===== src/rtl/lane_register.sv =====
// lane_register: LANES-lane load/store register with rotation, sync clear and
// an MSB-lane-first serial fill sequencer.
module lane_register #(
    parameter int LANES = 4,
    parameter int LW    = 8,
    localparam int N    = LANES * LW
) (
    input  logic             clk,
    input  logic             clear_n,
    input  logic             sync_clr,
    input  logic [LANES-1:0] lane_load,
    input  logic [N-1:0]     lane_in,
    input  logic             rot,
    input  logic             ser_start,
    input  logic             ser_valid,
    input  logic [LW-1:0]    ser_in,
    output logic             ser_ready,
    output logic             ser_done,
    output logic             busy,
    output logic [N-1:0]     out
);
    localparam int IW = $clog2(LANES);
    localparam logic [1:0] IDLE = 2'd0;
    localparam logic [1:0] FILL = 2'd1;
    localparam logic [1:0] DONE = 2'd2;

    logic [N-1:0]  out_q, out_d;
    logic [1:0]    state_q, state_d;
    logic [IW-1:0] idx_q, idx_d;

    always_comb begin
        out_d   = out_q;
        state_d = state_q;
        idx_d   = idx_q;
        if (sync_clr) begin
            out_d   = '0;
            state_d = IDLE;
        end else if (state_q == FILL) begin
            if (ser_valid) begin
                out_d[int'(idx_q)*LW +: LW] = ser_in;
                state_d = (idx_q == '0) ? DONE : FILL;
                idx_d   = (idx_q == '0) ? idx_q : idx_q - 1'b1;
            end
        end else begin
            if (|lane_load) begin
                for (int k = 0; k < LANES; k++)
                    if (lane_load[k]) out_d[k*LW +: LW] = lane_in[k*LW +: LW];
            end else if (rot) begin
                out_d = {out_q[N-LW-1:0], out_q[N-1:N-LW]};
            end
            // DONE always returns to IDLE; a start is only honoured from IDLE
            state_d = (state_q == IDLE && ser_start) ? FILL : IDLE;
            idx_d   = (state_q == IDLE && ser_start) ? IW'(LANES - 1) : idx_q;
        end
    end

    always_ff @(posedge clk or negedge clear_n) begin
        if (!clear_n) begin
            out_q   <= '0;
            state_q <= IDLE;
            idx_q   <= '0;
        end else begin
            out_q   <= out_d;
            state_q <= state_d;
            idx_q   <= idx_d;
        end
    end

    assign out       = out_q;
    assign ser_ready = (state_q == FILL);
    assign ser_done  = (state_q == DONE);
    assign busy      = (state_q != IDLE);
endmodule


===== config.mk =====
export PLATFORM = sky130hd
export DESIGN_NAME = lane_register
export DESIGN_NICKNAME = d
export VERILOG_FILES = /design/src/rtl/lane_register.sv
export SDC_FILE = /design/constraint.sdc
export NUM_CORES = 1
export LEC_CHECK = 0
export CORE_ASPECT_RATIO = 0.7
export CORE_MARGIN = 5
export CORE_UTILIZATION = 48
export DETAILED_ROUTE_END_ITERATION = 12
export GPL_TIMING_DRIVEN = 0
export PLACE_DENSITY = 0.87
export SLEW_MARGIN = 20
export SYNTH_ARGS = -nofsm -noshare
export SYNTH_HDL_FRONTEND = slang
export SYNTH_SLANG_ARGS = --single-unit

===== constraint.sdc =====
create_clock -name clk -period 3.9 [get_ports clk]
set_input_delay 0.39 -clock clk [delete_from_list [all_inputs] [get_ports clk]]
set_output_delay 0.39 -clock clk [all_outputs]
set_load 0.02 [all_outputs]

# Word level (Yosys, flattened, before mapping)
# Index checks and enable logic that the tools add are counted.
# Widths: inputs -> output; s select.
# totals
output_inout_bits	35
in_bits	50
ff_bits	36
mem_bits_ro	0
latchBits	0
mem_count	0
elab_cells	51
ram_bits	0
# op_classes
div	0
shift	2
multipliers	0
eq_ne	9
reduce_logical	12
addsub	2
bitwise	1
magnitude_cmp	0
muxes	19
# ops
op	count
$mux 32	5
$neg 5->33	1
$shift 8x33->32 const A	1
$shiftx 8x33->32	1
$bwmux 32	1
$mux 8	4
$mux 2	8
$ne 4x4->1 const B	4
$reduce_and 3->1	4
$logic_not 2->1	2
$ne 2x2->1 const B	2
$reduce_and 4->1	1
$reduce_bool 2->1	2
$reduce_bool 4->1	1
$reduce_or 4->1	1
$ne 3x3->1 const B	1
$eq 2x1->1 const B	1
$eq 2x2->1 const B	1
$sub 2x1->2 const B	1
$logic_and 1x1->1	1
$mux 1	1
$not 1->1	1

# Logic depth before layout (Yosys ltp)
# logic_depth
depth_word	6
ltp_mapped	8
mapped_depth_nobuf	6

# Least setup slack after synthesis
# No wires, ideal clock.
# synth_path
path_kind	flip-flop to flip-flop
startpoint	register idx_q[0]
endpoint	register out_q[24], in the netlist out[24]
n_path_buf	1
t_arrival_ns	1.928
stages_incl_launch_ff	8
period_less_slack_ns	1.993
required_ns	3.835
setup_ns	0.065
setup_slack_ns	1.907
cell_sequence	dfrtp_1 > inv_1 > ha_1 > nor4b_4 > and4b_1 > buf_1 > o2bb2ai_1 > mux2_2
# synth_via
elab_chain_len	6
word_cells_on_any_way	7
classes_between	add/sub (1); shift (2); mux (4)
# synth_lines
item	line	text
start: declaration	29	logic [IW-1:0] idx_q, idx_d;
start signal: assignment	65	idx_q <= idx_d;
$neg 5->33 (*)	40	out_d[int'(idx_q)*LW +: LW] = ser_in;
$shiftx 8x33->32 / $shift 8x33->32 (equally long branches)	40	
$bwmux 32 (*)	40	
$mux 32 (*)	39	if (ser_valid) begin
$mux 32 (*)	38	end else if (state_q == FILL) begin
$mux 32 (*)	35	if (sync_clr) begin
end signal: assignment	63	out_q <= out_d;
end: declaration	27	logic [N-1:0] out_q, out_d;
# Mark *: on every way between the ends. The rest lies on a longest branch, timed or not. The select of a mux whose other input is x is not followed.
# A chain may end at the register's enable or synchronous reset.

# Worst setup path after layout
# layout_path
startpoint	register idx_q[0]
endpoint	register out_q[23], in the netlist out[23]
# The elaborated chain is that of the path after synthesis.

==> impl_metrics.toml <==
[global_routing]
antenna_found_initial = 0
grt_max_degree = 33
grt_overflow = 0
grt_pass1_vias = 2045
grt_usage = 0.232
grt_first_pass_wirelength_um = 10800

[synth]
ys_ff_latch = 36
syn_area_per_cell_um2 = 11.6
yosysWarnings = 0
synthCells = 196
synth_fp_nets = 251
synth_seq_area_share = 0.396
synthesis.area_um2 = 2270
synth_cell_types = 31

[placement]
gp_congestion = 0.873
dp_hpwl_um = 5420
portBuffers = 84
place_inst = 338

[layout]
drive_gt1_frac = 0.193
fin_nets = 344
stdcell_count = 347
area_growth_pct = 45.3
diodes = 0
fillers = 369
utilization = 0.706

[drt]
ant_nets = 0
wl_um = 7130
drc = 0
vias_per_cell = 5.95
vias = 2064
dr.pass1.iters = 4
initialDrtViolationCount = 148
post_drt_wl_per_cell_um = 20.5

[power]
ir_worst_vdd_mv = 0.239
leakage_uw = 0.00132
power_density_nw_per_um2 = 353
power.total_uw = 1170

[job]
max-cap-violations = 0

[status]
outcome = "finished clean"

[clocking]
cts-root-buf = "clkbuf_8"
clkTransAtPathRegs_ns = 0.07
htree_levels = 2
cts_resized = 0
numCtsBuffers = 5
cts_sinks = 36
cts_tree = "done"
cts_max_path_buffers = 2
insertion_delay_ns = 0.30

[sta]
worstMarginPinSlew_ns = 0.862
worst_slew_margin_rel = 0.424
timing.hold.ws_ns = 0.442
setup_viol = 0
fin_crit_ns = 2.52
finalSetupTns_ns = 0
fmax_mhz = 397
slew_violations = 0
grt_setup_unrepaired = "no"
clock_skew_ns = 0.00753
period_share = 0.645
hold_violations = 0

[floorplanning]
fp.dieH_um = 67.6
rows = 21
initial_core_util = 0.486
ios = 85
dieArea_um2 = 6230
dieWidth_um = 92.3
core_area_um2 = 4680

[critical_path]
crit_path_end_kind = "flop"
crit_fanout = 10
critical_path.startpoint = "idx_q[0]$_DFFE_PN0P_"
cp-start-kind = "flop"
critical_path_required_ns = 4.14
arrival_ns = 2.75
crit_type = "reg2reg"
r2r-end = "out[23]$_DFFE_PN0P_"
crit_path_end = "out[23]$_DFFE_PN0P_"
r2r_setup_slack_ns = 1.38
regToRegStartpoint = "idx_q[0]$_DFFE_PN0P_"
reg2reg_depth = 7

[worst_hold_path]
worstHoldPathType = "in2async"
==> metal layers <==
layer  up-vias  track usage  wire length (um)
li1        937            -                 -
met2       101        0.370              3330
met3        16       0.0501               646
met4         0       0.0907               121
met5         -            0                 0
met1      1010        0.311              3030
==> worst max-delay path, stage by stage (launching register included) <==
cell       delay [ns]
dfrtp_1          0.50
inv_1            0.15
ha_1             0.26
nor4b_4          0.55
and4_1           0.28
buf_1            0.37
o2bb2ai_1        0.17
mux2_2           0.17
==> through the flow <==
step	worst slack [ns]	instance area, um2
3_3_place_gp	1.27	3190
6_report	1.38	3300
4_1_cts	1.40	3300
3_5_place_dp	1.11	3200
2_1_floorplan	1.91	2270
5_1_grt	1.22	3300
==> Yosys cell counts <==
library cell  instances  area, um2
a2111oi_0             3       26.3
a2111oi_2             1       15.0
a21oi_1               3       15.0
a31oi_1               1       6.26
a31oi_2               1       12.5
and2_1                1       6.26
and3_1                1       6.26
and4_1                1       8.76
and4b_1               1       10.0
buf_1                 3       11.3
buf_2                 7       35.0
buf_4                 1       7.51
clkbuf_1              2       7.51
clkbuf_2              1       5.00
dfrtp_1              36        901
ha_1                  5       62.6
inv_1                 3       11.3
mux2_1                3       33.8
mux2_2               31        349
mux2i_1              32        320
nand2_1               4       15.0
nand3_1               8       40.0
nor2_1                5       18.8
nor2b_1               2       12.5
nor4_1                1       6.26
nor4b_4               2       47.6
o21ai_0               9       45.0
o22ai_1               1       6.26
o2bb2ai_1            24        210
or2_2                 2       12.5
or3b_1                1       8.76
==> flip-flops by register name, indices dropped and copies added, names as in the netlist <==
register / flops
out: 32
idx_q: 2
state_q: 2
==> cells by family (layout without fill, tap and decap cells) <==
kind of cell / after synthesis / count (layout) / synth area share
mux: 66 / 66 / 0.309
flops: 36 / 36 / 0.396
buf+inv: 17 / 111 / 0.0341
fa+ha+maj: 5 / 5 / 0.0275
simple gates: 29 / 29 / 0.0848
compound gates: 43 / 43 / 0.148
==> how the worst min path moves through the flow <==
stage | end | slack [ns] | cells past startpoint
after CTS | state_q[0]$_DFFE_PN0N_ | 0.44 | 2
after floorplan | idx_q[0]$_DFFE_PN0P_ | 0.09 | 0
after global placement | out[31]$_DFFE_PN0P_ | 0.50 | 1
after detailed placement | state_q[0]$_DFFE_PN0N_ | 0.22 | 1
after global routing | state_q[0]$_DFFE_PN0N_ | 0.47 | 2
final | state_q[0]$_DFFE_PN0N_ | 0.44 | 2
==> report_power, final <==
group	total [uW]	internal, uW	switching [uW]
Combinational	417	212	205
Sequential	469	422	47.5
Clock	280	141	139
Total	1170	775	392
==> cells in the final DEF, fill, tap and decap left out, types with 4 or more instances in the layout <==
master           count
buf_2                8
clkbuf_8             6
clkdlybuf4s50_1     83
dfrtp_1             36
ha_1                 5
mux2_2              31
mux2i_1             32
nand2_1              4
nand3_1              8
nor2_1               5
o21ai_0              9
o2bb2ai_1           24
==> layout make-up <==
type / count / area (um2) / area share
buffer: 14 / 66.3 / 0.0201
inverter: 3 / 11.3 / 0.00341
clock inverter: 2 / 10.0 / 0.00303
tap: 57 / 71.3 / 0.0216
multi-input combinational: 143 / 1290 / 0.392
timing repair buffer: 86 / 866 / 0.262
clock buffer: 6 / 82.6 / 0.0250
sequential: 36 / 901 / 0.273
==> timing repair <==
item / CTS / global route
hold buffers: 1 / 0
endpoints found under the setup margin: 0 / 0
endpoints found under the hold margin: 4 / 0
setup buffers: 0 / 0
(Power assumes the default switching activity.)
